### src/rtl/fpga_cfg_pkg.sv
// Shared definitions for LUT configuration readback: widths, readback FSM encoding,
// and helpers that split one tile configuration into its two .mem-file words.
package fpga_cfg_pkg;

  localparam int CFG_W        = 33;
  localparam int WORD_W       = 32;
  localparam int NUM_LUTS_DEF = 20;

  typedef enum logic [2:0] {
    IDLE  = 3'd0,
    FETCH = 3'd1,
    LO    = 3'd2,
    HI    = 3'd3,
    CSUM  = 3'd4,
    DONE  = 3'd5
  } rb_state_e;

  // Word 2k of a tile: the 32 truth-table bits.
  function automatic logic [WORD_W-1:0] lo_word(input logic [CFG_W-1:0] cfg);
    return WORD_W'(cfg);
  endfunction

  // Word 2k+1 of a tile: the mode bit, zero-extended.
  function automatic logic [WORD_W-1:0] hi_word(input logic [CFG_W-1:0] cfg);
    return WORD_W'(cfg >> WORD_W);
  endfunction

endpackage

### src/rtl/cfg_word_checksum.sv
// Running modulo-2^WORD_W sum of streamed configuration words; clear has priority over add.
module cfg_word_checksum #(
  parameter int WORD_W = fpga_cfg_pkg::WORD_W
) (
  input  logic              clock,
  input  logic              reset_n,
  input  logic              clear_i,
  input  logic              add_i,
  input  logic [WORD_W-1:0] word_i,
  output logic [WORD_W-1:0] sum_o
);

  logic [WORD_W-1:0] sum_q, sum_d;

  always_comb begin
    sum_d = sum_q;
    if (clear_i) begin
      sum_d = '0;
    end else if (add_i) begin
      sum_d = sum_q + word_i;
    end
  end

  always_ff @(posedge clock or negedge reset_n) begin
    if (!reset_n) begin
      sum_q <= '0;
    end else begin
      sum_q <= sum_d;
    end
  end

  assign sum_o = sum_q;

endmodule

### src/rtl/lut_cfg_readback.sv
// Streams every LUT tile's configuration out as .mem-layout words over a valid/ready port.
// Optional trailing checksum word is enabled by defining CFG_READBACK_CHECKSUM_EN.
module lut_cfg_readback
  import fpga_cfg_pkg::*;
#(
  parameter  int NUM_LUTS = NUM_LUTS_DEF,
  parameter  int CFG_W    = fpga_cfg_pkg::CFG_W,
  parameter  int WORD_W   = fpga_cfg_pkg::WORD_W,
  localparam int SEL_W    = (NUM_LUTS > 1) ? $clog2(NUM_LUTS) : 1
) (
  input  logic              clock,
  input  logic              reset_n,
  input  logic              start,
  output logic [SEL_W-1:0]  lut_sel,
  input  logic [CFG_W-1:0]  lut_cfg,
  output logic [WORD_W-1:0] out_word,
  output logic              out_valid,
  input  logic              out_ready,
  output logic              out_last,
  output logic              busy,
  output logic              done
);

  localparam logic [SEL_W-1:0] LAST_SEL = SEL_W'(NUM_LUTS - 1);

  rb_state_e         state_q, state_d;
  logic [SEL_W-1:0]  sel_q, sel_d;
  logic [CFG_W-1:0]  cfg_q, cfg_d;
  logic [WORD_W-1:0] word_q, word_d;
  logic              valid_q, valid_d;
  logic              last_q, last_d;
  logic              busy_q, busy_d;
  logic              xfer;
  logic              last_tile;

  assign xfer      = valid_q & out_ready;
  assign last_tile = (sel_q == LAST_SEL);

`ifdef CFG_READBACK_CHECKSUM_EN
  logic [WORD_W-1:0] sum;
  logic              csum_clr;
  logic              csum_add;

  // Only the tile words are summed; the checksum word itself is excluded.
  assign csum_clr = (state_q == IDLE) & start;
  assign csum_add = xfer & ((state_q == LO) | (state_q == HI));

  cfg_word_checksum #(.WORD_W(WORD_W)) u_csum (
    .clock   (clock),
    .reset_n (reset_n),
    .clear_i (csum_clr),
    .add_i   (csum_add),
    .word_i  (word_q),
    .sum_o   (sum)
  );
`endif

  always_ff @(posedge clock or negedge reset_n) begin
    if (!reset_n) begin
      state_q <= IDLE;
      sel_q   <= '0;
      cfg_q   <= '0;
      word_q  <= '0;
      valid_q <= 1'b0;
      last_q  <= 1'b0;
      busy_q  <= 1'b0;
    end else begin
      state_q <= state_d;
      sel_q   <= sel_d;
      cfg_q   <= cfg_d;
      word_q  <= word_d;
      valid_q <= valid_d;
      last_q  <= last_d;
      busy_q  <= busy_d;
    end
  end

  always_comb begin
    state_d = state_q;
    unique case (state_q)
      IDLE:    if (start) state_d = FETCH;
      FETCH:   state_d = LO;
      LO:      if (xfer) state_d = HI;
      HI: begin
        if (xfer) begin
          if (!last_tile) begin
            state_d = FETCH;
          end else begin
`ifdef CFG_READBACK_CHECKSUM_EN
            state_d = CSUM;
`else
            state_d = DONE;
`endif
          end
        end
      end
`ifdef CFG_READBACK_CHECKSUM_EN
      CSUM:    if (xfer) state_d = DONE;
`endif
      DONE:    state_d = IDLE;
      default: state_d = IDLE;
    endcase
  end

  // Outputs only move on a transfer, so a stalled word stays put.
  always_comb begin
    sel_d   = sel_q;
    cfg_d   = cfg_q;
    word_d  = word_q;
    valid_d = valid_q;
    last_d  = last_q;
    busy_d  = busy_q;
    case (state_q)
      IDLE: begin
        if (start) begin
          sel_d  = '0;
          busy_d = 1'b1;
        end
      end
      FETCH: begin
        cfg_d   = lut_cfg;
        word_d  = lo_word(lut_cfg);
        valid_d = 1'b1;
      end
      LO: begin
        if (xfer) begin
          word_d = hi_word(cfg_q);
`ifndef CFG_READBACK_CHECKSUM_EN
          last_d = last_tile;
`endif
        end
      end
      HI: begin
        if (xfer) begin
          if (!last_tile) begin
            sel_d   = sel_q + SEL_W'(1);
            valid_d = 1'b0;
          end else begin
`ifdef CFG_READBACK_CHECKSUM_EN
            word_d  = sum + word_q;
            last_d  = 1'b1;
`else
            valid_d = 1'b0;
            last_d  = 1'b0;
`endif
          end
        end
      end
`ifdef CFG_READBACK_CHECKSUM_EN
      CSUM: begin
        if (xfer) begin
          valid_d = 1'b0;
          last_d  = 1'b0;
        end
      end
`endif
      DONE:    busy_d = 1'b0;
      default: ;
    endcase
  end

  assign lut_sel   = sel_q;
  assign out_word  = word_q;
  assign out_valid = valid_q;
  assign out_last  = last_q;
  assign busy      = busy_q;
  assign done      = (state_q == DONE);

endmodule
### config.mk
export PLATFORM = sky130hd
export DESIGN_NAME = lut_cfg_readback
export DESIGN_NICKNAME = d
export VERILOG_FILES = /design/src/rtl/fpga_cfg_pkg.sv /design/src/rtl/cfg_word_checksum.sv /design/src/rtl/lut_cfg_readback.sv
export SDC_FILE = /design/constraint.sdc
export NUM_CORES = 1
export LEC_CHECK = 0
export CAP_MARGIN = 20
export CELL_PAD_IN_SITES_DETAIL_PLACEMENT = 1
export CELL_PAD_IN_SITES_GLOBAL_PLACEMENT = 1
export CORE_UTILIZATION = 29
export DETAILED_ROUTE_END_ITERATION = 8
export MAX_ROUTING_LAYER = met4
export PLACE_DENSITY_LB_ADDON = 0.1
export SETUP_SLACK_MARGIN = 0.2
export SLEW_MARGIN = 40
export SYNTH_ARGS = -nofsm -noshare
export SYNTH_HDL_FRONTEND = slang
export SYNTH_SLANG_ARGS = --single-unit
### constraint.sdc
create_clock -name clock -period 1.5 [get_ports clock]
set_input_delay 0.375 -clock clock [delete_from_list [all_inputs] [get_ports clock]]
set_output_delay 0.375 -clock clock [all_outputs]
set_load 0.05 [all_outputs]
# --- Word level (Yosys, flattened, before mapping) ---
# Cells that the tools add are included.
totals:
  output_inout_bits: 41
  register_bits: 76
  elab_cells: 50
classes:
  n_bitwise: 1
  reduce_logical: 12
  add_sub_neg: 1
  n_mux: 19
  eq_ne: 10
ops:
  columns: ["op", "n"]
  rows:
  - ["$pmux W32 S2", 1]
  - ["$mux W32", 1]
  - ["$mux W5", 3]
  - ["$mux W3", 4]
  - ["$pmux W3 S4", 1]
  - ["$ne A2 B2 Y1 const B", 5]
  - ["$pmux W5 S2", 1]
  - ["$reduce_bool A2 Y1", 5]
  - ["$reduce_and A4 Y1", 2]
  - ["$eq A3 B2 Y1 const B", 2]
  - ["$pmux W1 S2", 3]
  - ["$reduce_and A2 Y1", 3]
  - ["$add A5 B1 Y5 const B", 1]
  - ["$eq A5 B5 Y1 const B", 1]
  - ["$mux W1", 5]
  - ["$eq A3 B1 Y1 const B", 1]
  - ["$eq A3 B3 Y1 const B", 1]
  - ["$logic_not A3 Y1", 1]
  - ["$reduce_and A3 Y1", 1]
  - ["$and A1 B1 Y1", 1]

# --- Depth between registers and ports, before layout ---
# Gate-level depths: netlist of run 1.
depth:
  ltp_word: 4
  ltp_mapped: 6
  ltp_nobuf: 4

# --- Worst setup path before layout of run 1 ---
# OpenSTA, ideal clock, no wires.
synth_timing:
  kind: "reg-to-output"
  from: "register state_q[2]"
  to: "output done"
  required_ns: 1.125
  setup_slack_ns: -0.608
  stages_incl_launch_ff: 4
  n_path_buf: 1
  arrival_time_ns: 1.733
  cell_sequence: "dfrtp_1 buf_2 inv_1 nor3_1"
synth_between:
  elab_chain_len: 1
synth_lines:
  columns: ["item", "line_no", "source"]
  rows:
  - ["from (decl)", "lut_cfg_readback.sv:26", "rb_state_e state_q, state_d;"]
  - ["from (signal assigned)", "lut_cfg_readback.sv:68", "state_q <= state_d;"]
  - ["$eq A3 B3 Y1", "lut_cfg_readback.sv:167", "assign done = (state_q == DONE);"]
  - ["to (decl)", "lut_cfg_readback.sv:21", "output logic done"]
# Every way passes these cells.

# --- Worst setup path after layout of run 1 ---
layout_timing:
  from: "register state_q[1]"
  to: "register word_q[0], in the netlist out_word[0]"
layout_between:
  elab_chain_len: 3
layout_lines:
  columns: ["item", "line_no", "source"]
  rows:
  - ["$eq A3 B2 Y1 or $eq A3 B1 Y1 (tied branches)", "lut_cfg_readback.sv:113", "case (state_q)"]
  - ["$ne A2 B2 Y1 (no source line) or $reduce_bool A2 Y1 (tied branches)", null, null]
  - ["$reduce_and A2 Y1 (no source line)", null, null]
  - ["to (signal assigned)", "lut_cfg_readback.sv:71", "word_q <= word_d;"]
  - ["to (decl)", "lut_cfg_readback.sv:29", "logic [WORD_W-1:0] word_q, word_d;"]
# Several ways; a longest one is shown, not always the timed one.
# A chain may end at the register's enable or synchronous reset.

==> impl_results.md, run 1 <==
* Avg Inst Size Synth at 13.3 µm²
* Tightest Pin Transition at 0.254 ns
* Remaining DRCs at 0
* WL/cell at 21.4 µm
* CP Capture Type: flip-flop
* Synth area leaders: dfrtp_1, a22o_1, buf_6
* Worst r2r src: state_q[1]
* Tot Pwr at 2.10 mW
* Reg2reg end: out_word[0]
* PwrDens at 560 nW/µm²
* Die Height at 81.4 µm
* Die area at 6620 µm²
* IO Port Bufs at 77
* Synth area leader: dfrtp_1
* Drt initial violations at 37
* Synthesized net count at 175
* Std cell rows at 28
* DP HPWL at 3870 µm
* Clock Tree Buf Depth at 2
* CTS Buf Count at 5
* Max Cap Violations at 0
* Worst Skew at 0.00668 ns
* Die Wd at 81.4 µm
* Net Sw Power at 0.502 mW
* Layout Nets at 291
* Via count at 1687
* Reg clk slew, reported paths at 0.10 ns
* Post-Layout Cell Count at 329
* Core Area at 5990 µm²
* Total track usage at 18.5%
* Critical Path AT at 1.84 ns
* GRT overflow at 0
* Unique cell type count in the Yosys netlist at 32
* Final wirelength at 7030 µm
* Reg power frac at 56.3%
* Final setup fails at 35
* Clock latency on the worst-skew pair at 0.31 ns
* Switching share of power at 23.9%
* Int Pwr at 1.60 mW
* RSZ-0062 raised after global routing: yes
* Starting Density at 30.5%
* Leading cell type in the layout, fill and taps excluded: buf_12
* VDD IR max at 402 µV
* Leakage power at 1.67 nW
* P&R area growth vs syn at 106%
* Yosys warning count at 0
* Worst hold slack at 0.0393 ns
* Tmin final at 1.63 ns
* Final period util at 109%
* Post-Place Cells at 294
* Routability cong. at 0.852
* Top achievable clock speed at 612 MHz
* First-pass GRT wire length at 8910 µm
* Initial antenna violation count at 0
* CP Data Required Time at 1.70 ns
* Outcome: complete, but fails checks
* First-pass DRT Iterations at 4
* Synth Cell Area at 1830 µm²
* Place WS at -0.313 ns
* Clock power frac at 37.5%
* Sequential fraction of the synthesis area at 60.3%
* Most frequent cells in the layout: buf_12, dfrtp_1, clkdlybuf4s50_1, a22o_1, buf_4
* CP max FO at 6
* Worst r2r path cells at 6
* Min-Delay Path Class: in -> async
* Cell count after synthesis at 137
* Slew Limit Headroom at 83.1%
* Clock sinks at 44
* Pin count of the biggest net entering global routing at 45
* Layout cells sized above 1 at 49.6%
* CTS tree: done
* Vias in the first global route at 1724
* Final Max Slew Viols at 0
* Setup WS post-layout at -0.133 ns
* Failing checks: setup timing
* Vias per inst at 5.13
* N_diodes at 0
* Antenna-violating nets left at 0
* CTS HTree Levels at 2
* I/O pin count at 78
* Comb power frac at 6.2%
* Synthesized flop and latch total at 44
* Clock root cell: clkbuf_8
* Final hold vios at 0
* CP Launch Type: flip-flop
* Reg-to-reg slack, setup at -0.13 ns
* Yosys top cell area share at 60.3%
* WS Path Type: reg -> reg
-- cells in the mapped netlist --
cell / count
nand4_1: 2
nor2b_1: 1
o22ai_1: 1
mux2_2: 2
a31oi_4: 1
buf_6: 5
and4bb_2: 1
o21ai_0: 7
nor3b_1: 2
o311a_1: 2
nor2_1: 1
ha_1: 1
or3b_2: 1
nand4b_1: 1
and3_4: 1
a41oi_1: 1
o31a_1: 1
a21oi_1: 5
and2_1: 1
nand2_1: 2
nor3_1: 2
and3_1: 2
buf_2: 5
a22o_1: 31
nand3_1: 1
nor3b_4: 1
mux2_1: 1
a31oi_1: 4
inv_1: 5
nand4bb_1: 1
dfrtp_1: 44
a21o_1: 1
-- logic make-up (layout without fill, tap and decap cells) --
kind of cell,Yosys count,after routing,share of synthesized area (%)
AOI/OAI and AO/OA,54,54,23.5
muxes,3,3,1.85
buffers and inverters,15,132,5.48
adders and majority gates,1,1,0.685
DFF,44,44,60.3
and+or+nand+nor,20,20,8.22
-- per-stage QoR --
| step | util, % | TNS (ns) | area [µm²] |
|---|---|---|---|
| after floorplan | - | -0.0262 | 1870 |
| after global placement | 53.1 | -9.32 | 3180 |
| after detailed placement | 53.1 | -10.56 | 3180 |
| after CTS | 57.3 | -1.98 | 3430 |
| after global routing | 62.7 | -4.06 | 3760 |
| final | 62.7 | -2.54 | 3760 |
-- power groups by stage --
stage                     sequential, mW  clock (mW)  combinational [mW]
final                               1.18       0.789               0.130
after global routing                1.19       0.851               0.140
after CTS                           1.18       0.779               0.129
after detailed placement            1.21           0               0.129
after global placement              1.21           0               0.128
after floorplan                     1.21           0             0.00151
-- timing repair --
item | 4_1_cts | 5_1_grt
pin swaps | 5 | 12
hold buffers | 0 | 0
resized for setup | 24 | 31
gates cloned | 1 | 4
endpoints found under the setup margin | 48 | 54
buffers inserted | 11 | 11
-- flip-flops by register name, indices dropped and copies added (netlist names) --
| name | count |
|---|---|
| out_valid | 1 |
| busy | 1 |
| state_q | 3 |
| out_last | 1 |
| out_word | 32 |
| cfg_q | 1 |
| lut_sel | 5 |
-- metal layers --
metal,part of all wire [%],global-route usage [%]
met1,37,22.9
met2,55,30.8
met3,6.0,4.49
met4,1.4,3.57
met5,0,-
-- critical path, cell delays in order (launching register included) --
cell and delay, ns:
dfrtp_1 0.42, buf_6 0.14, buf_6 0.13, and3_4 0.16
a31oi_4 0.21, buf_12 0.16, mux2_4 0.30
-- worst max-delay path by stage --
stage,startpoint,cells after the start,to
finish,state_q[1],6,out_word[0]
floorplan,out_valid,4,out_word[0]
CTS,state_q[1],3,done
global placement,out_ready,5,out_word[28]
detailed placement,out_ready,5,out_word[28]
global route,state_q[1],6,out_word[0]
-- area by class of cell --
type / instances / area (µm²)
repair buffers: 119 / 1670
clock inverters: 3 / 23.8
clock buffers: 5 / 68.8
well taps: 75 / 93.8
multi-input cells: 78 / 764
flip-flops and latches: 44 / 1110
fillers: 552 / 2230
inverters: 5 / 21.3
(Power assumes the default switching activity.)
==> run 2, diff against run 1 <==
--- a/config.mk
+++ b/config.mk
@@ -16,4 +16,5 @@
 export SLEW_MARGIN = 40
 export SYNTH_ARGS = -nofsm -noshare
 export SYNTH_HDL_FRONTEND = slang
+export SYNTH_HIERARCHICAL = 1
 export SYNTH_SLANG_ARGS = --single-unit
==> results of run 2 <==
Final layout, timing and power as in run 1 (identical DEF).
Main changes from that run: Yosys warning count 0 -> 6
